--- src/rtl/imem_loader.sv ---
// Byte-stream program loader for the instruction memory.
// Holds the CPU in reset until the whole image is written.
module imem_loader #(
   parameter int ADDR_WIDTH = 8,
   parameter int RESET_HOLD = 3
) (
   input  logic                  clk,
   input  logic                  reset,
   input  logic                  in_valid,
   input  logic [7:0]            in_data,
   output logic                  in_ready,
   output logic                  imem_we,
   output logic [ADDR_WIDTH-1:0] imem_addr,
   output logic [31:0]           imem_wdata,
   output logic                  cpu_reset,
   output logic                  done,
   output logic                  err
);

   typedef enum logic [2:0] {
      S_HDR0,
      S_HDR1,
      S_DATA,
      S_HOLD,
      S_RUN,
      S_ERR
   } state_t;

   localparam logic [ADDR_WIDTH:0] WONE = {{ADDR_WIDTH{1'b0}}, 1'b1};
   localparam logic [31:0] DEPTH = 32'd1 << ADDR_WIDTH;

   state_t                  state_q, state_d;
   logic [15:0]             n_q, n_d;
   logic [ADDR_WIDTH:0]     widx_q, widx_d;
   logic [1:0]              bidx_q, bidx_d;
   logic [23:0]             asm_q, asm_d;
   logic [15:0]             hold_q, hold_d;
   logic                    we_q, we_d;
   logic [ADDR_WIDTH-1:0]   addr_q, addr_d;
   logic [31:0]             wdata_q, wdata_d;

   logic        accept;
   logic [15:0] n_full;

   assign accept = in_valid && in_ready;
   assign n_full = {n_q[15:8], in_data};

   always_ff @(posedge clk) begin
      if (reset) begin
         state_q <= S_HDR0;
         n_q     <= '0;
         widx_q  <= '0;
         bidx_q  <= '0;
         asm_q   <= '0;
         hold_q  <= '0;
         we_q    <= 1'b0;
         addr_q  <= '0;
         wdata_q <= '0;
      end else begin
         state_q <= state_d;
         n_q     <= n_d;
         widx_q  <= widx_d;
         bidx_q  <= bidx_d;
         asm_q   <= asm_d;
         hold_q  <= hold_d;
         we_q    <= we_d;
         addr_q  <= addr_d;
         wdata_q <= wdata_d;
      end
   end

   always_comb begin
      state_d = state_q;
      n_d     = n_q;
      widx_d  = widx_q;
      bidx_d  = bidx_q;
      asm_d   = asm_q;
      hold_d  = hold_q;
      we_d    = 1'b0;
      addr_d  = addr_q;
      wdata_d = wdata_q;
      unique case (state_q)
         S_HDR0: begin
            if (accept) begin
               n_d[15:8] = in_data;
               state_d   = S_HDR1;
            end
         end
         S_HDR1: begin
            if (accept) begin
               n_d    = n_full;
               widx_d = '0;
               bidx_d = '0;
               hold_d = '0;
               if (n_full == 16'd0) begin
                  state_d = S_HOLD;
               end else if ({16'd0, n_full} > DEPTH) begin
                  state_d = S_ERR;
               end else begin
                  state_d = S_DATA;
               end
            end
         end
         S_DATA: begin
            if (accept) begin
               asm_d  = {asm_q[15:0], in_data};
               bidx_d = bidx_q + 2'd1;
               if (bidx_q == 2'd3) begin
                  we_d    = 1'b1;
                  wdata_d = {asm_q, in_data};
                  addr_d  = widx_q[ADDR_WIDTH-1:0];
                  widx_d  = widx_q + WONE;
                  // widx_q is one bit wider than the address, so N = depth still matches
                  if (16'(widx_q) == n_q - 16'd1) begin
                     state_d = S_HOLD;
                     hold_d  = '0;
                  end
               end
            end
         end
         S_HOLD: begin
            if (hold_q == 16'(RESET_HOLD)) begin
               state_d = S_RUN;
            end else begin
               hold_d = hold_q + 16'd1;
            end
         end
         default: begin
         end
      endcase
   end

   always_comb begin
      in_ready  = 1'b0;
      cpu_reset = 1'b1;
      done      = 1'b0;
      err       = 1'b0;
      unique case (state_q)
         S_HDR0, S_HDR1, S_DATA: in_ready = 1'b1;
         S_RUN: begin
            cpu_reset = 1'b0;
            done      = 1'b1;
         end
         S_ERR: err = 1'b1;
         default: begin
         end
      endcase
   end

   assign imem_we    = we_q;
   assign imem_addr  = addr_q;
   assign imem_wdata = wdata_q;

endmodule

--- config.mk ---
export PLATFORM = sky130hd
export DESIGN_NAME = imem_loader
export DESIGN_NICKNAME = d
export VERILOG_FILES = /design/src/rtl/imem_loader.sv
export SDC_FILE = /design/constraint.sdc
export NUM_CORES = 1
export LEC_CHECK = 0
export CORE_MARGIN = 2
export CORE_UTILIZATION = 42
export DETAILED_ROUTE_END_ITERATION = 8
export PLACE_DENSITY = 0.7
export SYNTH_ARGS = -nofsm -noshare
export SYNTH_HDL_FRONTEND = slang
export SYNTH_SLANG_ARGS = --single-unit
--- constraint.sdc ---
create_clock -name clk -period 4.1 [get_ports clk]
set_clock_uncertainty 0.2 [all_clocks]
set_input_delay 0.41 -clock clk [delete_from_list [all_inputs] [get_ports clk]]
set_output_delay 0.41 -clock clk [all_outputs]
set_load 0.03 [all_outputs]
==> impl_metrics.ini <==
[synthesis]
synth_top_area_share = 0.4601
synth_top_cell_by_area = dfxtp_1
ys_types = 47
synth-edff-count = 0
yosys_warnings = 0
syn-num-nets = 642
synth_area_mm2 = 0.004830
ys_seq_area_frac = 0.4601
synthTopCellsByArea = dfxtp_1 46%, nand2_1 14%, a21oi_1 11%
synth-seq-cells = 111
synthArstFlopShare = 0
synth_area_per_cell_um2 = 7.703
ys.flop_type = dfxtp_1
synth_cells = 627

[layout]
drive_gt1_frac = 0.04242
final_cells = 803
syn_to_final_growth_pct = 18.21
final_nets = 670
num-fill-cells = 1118
diodes = 0
finalInstanceArea_mm2 = 0.005709
utilization = 0.5043

[timing]
tightest_slew_ns = 0.9981
slew-limit-headroom = 0.3346
holdWs_ns = 0.2538
fin_setup_tns_ns = 0
hold_viol = 0
period_share = 0.8844
rsz0062_at_grt = false
fin_ws_ns = 0.4740
fin_crit_ns = 3.626
finalSetupViolCount = 0
max_freq_mhz = 275.8
slew_violations = 0

[route]
drc = 0
num_vias = 4433
wl_per_cell_um = 14.80
drt-total-wl_mm = 11.89
ant_nets = 0
via_per_inst = 5.521
drt_iter0_markers = 245
drt_first_pass_iters = 5

[setup_path]
reg2reg_depth = 7
endpoint = hold_q[12]
cp.required_ns = 4.17
reg2reg_from = n_q[2]
critical_path_class = register to register
crit_fanout = 29
crit_start = n_q[2]
r2r-end = hold_q[12]
worstPathArrival_ns = 3.70
end_kind = register
r2r_slack_ns = 0.47
start_kind = register

[floorplanning]
io_pins = 56
rows = 39
core_region_area_mm2 = 0.01132
die_area_mm2 = 0.01237
die_w_um = 111.2
start_util = 0.4266
die_h_um = 111.2

[clock_network]
cts_tree = yes
cts_hold_buf = 0
path_clk_slew_ns = 0.07
clock-sinks = 111
cts_setup_buffers = 0
clockBufferDepth = 2
cts.repair.resized = 0
clock_latency_ns = 0.35
cts_buffers = 9
cts-root-buf = clkbuf_16
h-tree-depth = 3

[placement]
gp_congestion = 0.9131
dp_cells = 787
hpwl_mm = 8.264
placed_area_mm2 = 0.005425
io_buffers = 55
pre_cts_ws_ns = 0.5004

[global_route]
grt_max_degree = 52
grt_pass1_wl_mm = 19.82
antenna_found_initial = 0
grt_usage = 0.1937
grt_pass1_vias = 4146
gr-total-overflow = 0

[outcome]
status = complete, no violations

[power_and_ir_drop]
ir_drop_mv = 0.1977
power_mw = 2.187
power.density_mw_per_mm2 = 383.1
total_leakage_power_nw = 1.864

[min_path]
hold_class = register to register

[job]
max_cap_violations = 0
cells in the final DEF (no fill, tap or decap), drive strengths merged, types with 2 or more instances in the layout:
cell type,count
dfxtp,111
buf,8
ha,4
nor2b,3
and2,3
or4,17
nand2,178
o21ai,12
clkbuf,11
nand3,13
xnor2,6
a31oi,3
xor2,7
nand4,9
or2,3
nor4,10
clkdlybuf4s50,54
nor2,22
o31ai,13
nand2b,4
inv,11
and3,3
and4,2
or3,10
nor3b,3
a21oi,103
clkinv,2
nor4b,2
and3b,2
nand3b,6
nor3,7
mux2i,3
synth_stat cells, types with 2 or more instances:
| library cell | instances |
|---|---|
| o31ai_1 | 13 |
| and3b_1 | 2 |
| and2_1 | 2 |
| and3_1 | 3 |
| nand4_1 | 9 |
| xor2_1 | 7 |
| a21oi_1 | 103 |
| nor3_1 | 7 |
| ha_1 | 4 |
| or3_1 | 10 |
| nor4b_1 | 2 |
| clkbuf_1 | 39 |
| nand2b_1 | 4 |
| nand2_1 | 178 |
| nand3_1 | 13 |
| nand3b_1 | 6 |
| mux2i_1 | 3 |
| inv_1 | 9 |
| buf_2 | 4 |
| nor4_1 | 10 |
| xnor2_1 | 6 |
| or4_1 | 17 |
| dfxtp_1 | 111 |
| nor3b_1 | 3 |
| a31oi_1 | 3 |
| o21ai_0 | 12 |
| nor2_1 | 22 |
| nor2b_1 | 3 |
| or2_2 | 3 |
| and4_1 | 2 |
worst max-delay path, stage by stage, from the launching register on:
cell and delay (ns):
dfxtp_1 0.36, or4_1 0.75, o21a_1 0.27, or3_1 0.36, a22o_1 0.27, o31a_1 0.59
or4_1 0.59, a21oi_1 0.16
cells by family after synthesis:
| family | synth area share |
|---|---|
| multiplexers | 0.008549 |
| adder cells (fa/ha/maj) | 0.01036 |
| AND/OR/NAND/NOR | 0.2881 |
| buffers and inverters | 0.04456 |
| flip-flops | 0.4601 |
| XOR/XNOR | 0.02358 |
| AO/OA/AOI/OAI | 0.1648 |
registers in the layout, indices dropped and copies added (netlist names):
name,cells
widx_q,9
imem_we,1
n_q,16
hold_q,16
state_q,3
asm_q,24
bidx_q,2
imem_addr,8
imem_wdata,32
metal layers:
| layer | GRT usage | up-vias | share of wire |
|---|---|---|---|
| li1 | - | 2216 | - |
| met1 | 0.2545 | 2082 | 0.46 |
| met2 | 0.3179 | 120 | 0.47 |
| met3 | 0.03554 | 15 | 0.046 |
| met4 | 0.07325 | 0 | 0.018 |
| met5 | 0 | - | 0 |
where the power goes:
group	total, mW	switching [mW]	internal [mW]	leakage, nW
Combinational	0.222	0.140	0.0820	0.830
Sequential	1.12	0.0281	1.09	0.896
Clock	0.842	0.406	0.436	0.138
Total	2.19	0.575	1.61	1.86
how the worst min path moves through the flow:
stage / startpoint / to / slack (ns) / cells after the start
6_report: imem_addr[5] / imem_addr[5] / 0.25 / 2
5_1_grt: imem_wdata[18] / imem_wdata[18] / 0.27 / 2
4_1_cts: imem_wdata[18] / imem_wdata[18] / 0.26 / 2
3_5_place_dp: imem_wdata[18] / imem_wdata[18] / 0.25 / 2
3_3_place_gp: asm_q[21] / imem_wdata[29] / 0.24 / 2
2_1_floorplan: asm_q[16] / imem_wdata[24] / 0.23 / 2
area by class of cell:
| class | count | area, um^2 | share of cell area |
|---|---|---|---|
| sequential | 111 | 2222 | 0.3892 |
| multi-input combinational | 462 | 2392 | 0.4190 |
| clock buffer | 11 | 242.7 | 0.04252 |
| timing repair buffer | 62 | 598.1 | 0.1048 |
| tap | 143 | 178.9 | 0.03134 |
| inverter | 9 | 33.78 | 0.005917 |
| clock inverter | 5 | 41.29 | 0.007232 |
No activity file was read; power rests on OpenSTA's default activity.
